<file path="src/rtl/dl_pkg.sv">
// Shared helpers for the dl_pipe_vr pipeline family.
package dl_pkg;

  // Bits needed to count 0..n, never less than one.
  function automatic int dl_occ_width(input int n);
    int w;
    w = $clog2(n + 1);
    return (w < 1) ? 1 : w;
  endfunction

endpackage

</file>
<file path="src/rtl/dl_pipe_vr_stage.sv">
// One valid/data slot of the pipeline; accepts upstream whenever empty or draining.
module dl_pipe_vr_stage
  import dl_pkg::*;
#(
  parameter int                  NUM_BITS = 32,
  parameter logic [NUM_BITS-1:0] RST_VAL  = '0
) (
  input  logic                clk,
  input  logic                rst_n,
  input  logic                flush,
  input  logic                up_valid,
  input  logic [NUM_BITS-1:0] up_data,
  input  logic                dn_ready,
  output logic                up_ready,
  output logic                valid,
  output logic [NUM_BITS-1:0] data
);

  logic                v_q, v_d;
  logic [NUM_BITS-1:0] d_q, d_d;

  assign up_ready = !v_q || dn_ready;

  always_comb begin
    v_d = v_q;
    d_d = d_q;
    if (flush) begin
      v_d = 1'b0;
      d_d = RST_VAL;
    end else if (up_ready) begin
      v_d = up_valid;
      if (up_valid) d_d = up_data;
    end
  end

  always_ff @(posedge clk or negedge rst_n) begin
    if (!rst_n) begin
      v_q <= 1'b0;
      d_q <= RST_VAL;
    end else begin
      v_q <= v_d;
      d_q <= d_d;
    end
  end

  assign valid = v_q;
  assign data  = d_q;

endmodule

</file>
<file path="src/rtl/dl_pipe_vr.sv">
// Multi-stage valid/ready pipeline register with bubble collapsing and flush.
// Define DL_PIPE_VR_OCC_EN to add the registered occupancy output occ.
module dl_pipe_vr
  import dl_pkg::*;
#(
  parameter int                  NUM_BITS   = 32,
  parameter int                  NUM_STAGES = 2,
  parameter logic [NUM_BITS-1:0] RST_VAL    = '0
) (
  input  logic                clk,
  input  logic                rst_n,
  input  logic                flush,
  input  logic                in_valid,
  output logic                in_ready,
  input  logic [NUM_BITS-1:0] in_data,
  output logic                out_valid,
  input  logic                out_ready,
  output logic [NUM_BITS-1:0] out_data
`ifdef DL_PIPE_VR_OCC_EN
  ,
  output logic [dl_occ_width(NUM_STAGES)-1:0] occ
`endif
);

  // Index 0 is the producer side; index i+1 is the output of stage i.
  logic [NUM_STAGES:0]               vld_pipe;
  logic [NUM_STAGES:0][NUM_BITS-1:0] dat_pipe;
  logic [NUM_STAGES:0]               rdy;

  assign vld_pipe[0]     = in_valid;
  assign dat_pipe[0]     = in_data;
  assign rdy[NUM_STAGES] = out_ready;

  for (genvar i = 0; i < NUM_STAGES; i++) begin : g_stg
    dl_pipe_vr_stage #(
      .NUM_BITS (NUM_BITS),
      .RST_VAL  (RST_VAL)
    ) u_stg (
      .clk      (clk),
      .rst_n    (rst_n),
      .flush    (flush),
      .up_valid (vld_pipe[i]),
      .up_data  (dat_pipe[i]),
      .dn_ready (rdy[i+1]),
      .up_ready (rdy[i]),
      .valid    (vld_pipe[i+1]),
      .data     (dat_pipe[i+1])
    );
  end

  // Flush blocks both handshakes for the cycle it is asserted.
  assign in_ready  = rdy[0] && !flush;
  assign out_valid = vld_pipe[NUM_STAGES] && !flush;
  assign out_data  = dat_pipe[NUM_STAGES];

`ifdef DL_PIPE_VR_OCC_EN
  localparam int OW = dl_occ_width(NUM_STAGES);

  logic          push, pop;
  logic [OW-1:0] occ_q, occ_d;

  assign push = in_valid && in_ready;
  assign pop  = out_valid && out_ready;

  // Internal bubble collapsing never changes the count; only the two ends do.
  always_comb begin
    occ_d = occ_q;
    if (flush)             occ_d = '0;
    else if (push && !pop) occ_d = occ_q + OW'(1);
    else if (pop && !push) occ_d = occ_q - OW'(1);
  end

  always_ff @(posedge clk or negedge rst_n) begin
    if (!rst_n) occ_q <= '0;
    else        occ_q <= occ_d;
  end

  assign occ = occ_q;
`endif

endmodule

</file>
<file path="config.mk">
export PLATFORM = sky130hd
export DESIGN_NAME = dl_pipe_vr
export DESIGN_NICKNAME = d
export VERILOG_FILES = /design/src/rtl/dl_pkg.sv /design/src/rtl/dl_pipe_vr_stage.sv /design/src/rtl/dl_pipe_vr.sv
export SDC_FILE = /design/constraint.sdc
export NUM_CORES = 1
export LEC_CHECK = 0
export BUFFER_PORTS_ARGS = -buffer_cell sky130_fd_sc_hd__buf_4
export CORE_MARGIN = 1
export CORE_UTILIZATION = 60
export CTS_BUF_LIST = sky130_fd_sc_hd__clkbuf_8
export CTS_CLUSTER_DIAMETER = 120
export DETAILED_ROUTE_END_ITERATION = 10
export GPL_TIMING_DRIVEN = 1
export PLACE_DENSITY = 0.87
export SETUP_SLACK_MARGIN = 0.4
export SYNTH_ARGS = -nofsm -noshare
export SYNTH_HDL_FRONTEND = slang
export SYNTH_HIERARCHICAL = 1
export SYNTH_SLANG_ARGS = --single-unit
</file>
<file path="constraint.sdc">
create_clock -name clk -period 3.5 [get_ports clk]
set_clock_uncertainty 0.2 [all_clocks]
set_input_delay 0.35 -clock clk [delete_from_list [all_inputs] [get_ports clk]]
set_output_delay 0.35 -clock clk [all_outputs]
set_load 0.02 [all_outputs]
</file>
==> metrics <==
fin crit period about 2.3 ns; Vias/cell 5.82; worst r2r src g_stg[1].u_stg/valid; sequential area share after synthesis 0.511; Core ar. 0.00514 mm^2; Final ANT Viol Nets 0; Syn Nets 339; final setup fails 0; critical path's most frequent cell nand2b_4; Starting Density 0.629; Seq cells post-synth 66; Worst Setup End Kind output pin; CP Cell Sequence nand2b_4, nand2b_4, nor2b_1, buf_4; Root Buffer clkbuf_8; R2R Path End g_stg[0].u_stg/data[24]; R2R Setup Slk 1.75 ns; RSZ-0062 raised after global routing no; DR WL/cell 15.8 um; row count 26; crit path kind flip-flop to output pin; Worst VDD drop 0.000277 V; Critical Path AT between 1.5 and 2 ns; syn_area_per_cell about 11 um^2; I/O pins 71; Post-CTS Resized 0; top-area cell type share of the netlist area 0.511; final non-filler cell total 425; CP bufs+invs 1; post-DP HPWL roughly 3700 um; hold crit path type primary input to flip-flop; Final TNS setup 0 ns; delay-heaviest family, CP simple AND/OR/NAND/NOR gates; Critical Path Fanout Max 66; highest-count cells in the layout ignoring fill and taps 72 x buf_4, 65 x dfrtp_1, 64 x nand3_1; largest net degree at the start of global routing 69; initial antenna violation count 0; routed vias 2472; area grow syn2layout 19.4%; worst-margin pin slew 0.816 ns; register area around 0.0017 mm^2; 1st-iter DRT viols 195; hold depth 3; Slew headroom 0.456; leakage approximately 1.8 nW; max-slew violation count 0; type of origin of the critical path flip-flop; Max-cap violations 0; H-tree Lvls 3; Inst Count DP approximately 400; warnings from Yosys 6; Filler Cell Count 387; multi-input combinational cell area 0.00138 mm^2; PD cells 408 mW/mm^2; CTS max path bufs 2; Yosys cell types 13; Syn Inst Count around 300; GR Overflow Total 0; worst hold endpoint g_stg[0].u_stg/data[3]; final hold vios 0; final cycle utilization of the critical path 0.662; clk sinks 66; Total Power 0.00157 W; Antenna Cells 0; Tot GR Track Use 0.255; Slowest cell on crit path nand2b_4; GPL Wtd Cong 0.720; status finished clean; layout cells sized above 1 0.431; clock latency on the worst-skew pair approximately 0.33 ns; Synth area leader dfrtp_1; DRT Pass-1 Iters 4; DIE WIDTH roughly 75 um; min-delay src in_data[3]; most common cell after layout, fill and taps aside buf_4; Worst-path clk slew 0.07 ns; CTS tree done; number of global-route vias before repair between 2000 and 2500; first-pass GRT wire length ~11000 um; synth top area cells dfrtp_1 51%, a21bo_2 16%, nand3_1 9.9%; Critical Path RT 2.95 ns; height of the die 75.4 um; final WL 6730 um; FMAX 432 MHz; max incr delay on CP 0.55 ns; Synth Cell Area 0.00323 mm^2; R2R cell count 4; DRC 0; PortBufs 70; CTS Buf Count 9; # nets final between 300 and 400; Die Area 0.00568 mm^2
==> where the power goes <==
| part | total (W) | switching [W] | internal (W) | leakage, nW |
|---|---|---|---|---|
| Sequential | 0.000807 | 0.0000145 | 0.000792 | 0.895 |
| Clock | 0.000581 | 0.000273 | 0.000308 | 0.105 |
| Combinational | 0.000187 | 0.000105 | 0.0000814 | 0.788 |
==> synth_stat cells <==
cell and number:
nor2b_1 2, clkbuf_1 8, nand3_1 64, buf_2 22, a21bo_2 52, a21oi_2 12, inv_1 2, clkbuf_2 2
dfrtp_1 66, nand2b_4 2, a21oi_1 54, a21bo_1 12, buf_6 4
==> registers in the layout (all words and copies together) (netlist names) <==
signal and flops:
g_stg.u_stg/data 64, g_stg.u_stg/valid 2
==> layer usage <==
layer  share of wire  up-vias  global-route usage  wire, um
met5               0        -                   0         0
met4           0.014        0               0.121        92
li1                -     1172                   -         -
met1            0.42     1226               0.349      2830
met3           0.037        8              0.0476       247
met2            0.53       66               0.398      3560
==> worst max-delay path by stage <==
stage | cells past startpoint | slack [ns] | to | startpoint
floorplan | 7 | 1.41 | in_ready | g_stg[1].u_stg/valid
global placement | 5 | 1.44 | in_ready | out_ready
detailed placement | 5 | 1.42 | in_ready | out_ready
CTS | 4 | 1.15 | in_ready | g_stg[1].u_stg/valid
global route | 4 | 1.09 | in_ready | g_stg[1].u_stg/valid
finish | 4 | 1.18 | in_ready | g_stg[1].u_stg/valid
==> cell type report <==
class	instances	share of cell area
clock buffers	12	0.0428
clock inverters	4	0.00454
inverters	2	0.00195
multi-input cells	198	0.357
flip-flops and latches	66	0.428
well taps	70	0.0227
repair buffers	73	0.143
==> what timing repair did <==
| item | CTS | global route |
|---|---|---|
| endpoints found under the hold margin | 66 | 0 |
| hold buffers | 1 | 0 |
| buffers inserted | 0 | 0 |
==> worst min-delay path, cell delays in order <==
cell	delay (ns)
buf_4	0.11
nand3_1	0.05
a21oi_1	0.05
==> logic make-up (layout without fill, tap and decap cells) <==
| kind of cell | after synthesis | after routing | synth area share |
|---|---|---|---|
| AO/OA/AOI/OAI | 130 | 130 | 0.314 |
| AND/OR/NAND/NOR | 68 | 68 | 0.112 |
| flip-flops | 66 | 66 | 0.511 |
| buffers and inverters | 38 | 91 | 0.0627 |
==> stage by stage <==
stage / hold WS, ns / cell area (um^2) / setup slack [ns] / util
2_1_floorplan: -0.146 / 3230 / 1.41 / -
3_3_place_gp: 0.297 / 3660 / 1.44 / 0.713
3_5_place_dp: 0.296 / 3660 / 1.42 / 0.713
4_1_cts: 0.0561 / 3860 / 1.15 / 0.750
5_1_grt: 0.0563 / 3860 / 1.09 / 0.750
6_report: 0.0696 / 3860 / 1.18 / 0.750
Note: power is estimated with default switching activity, not from simulation.
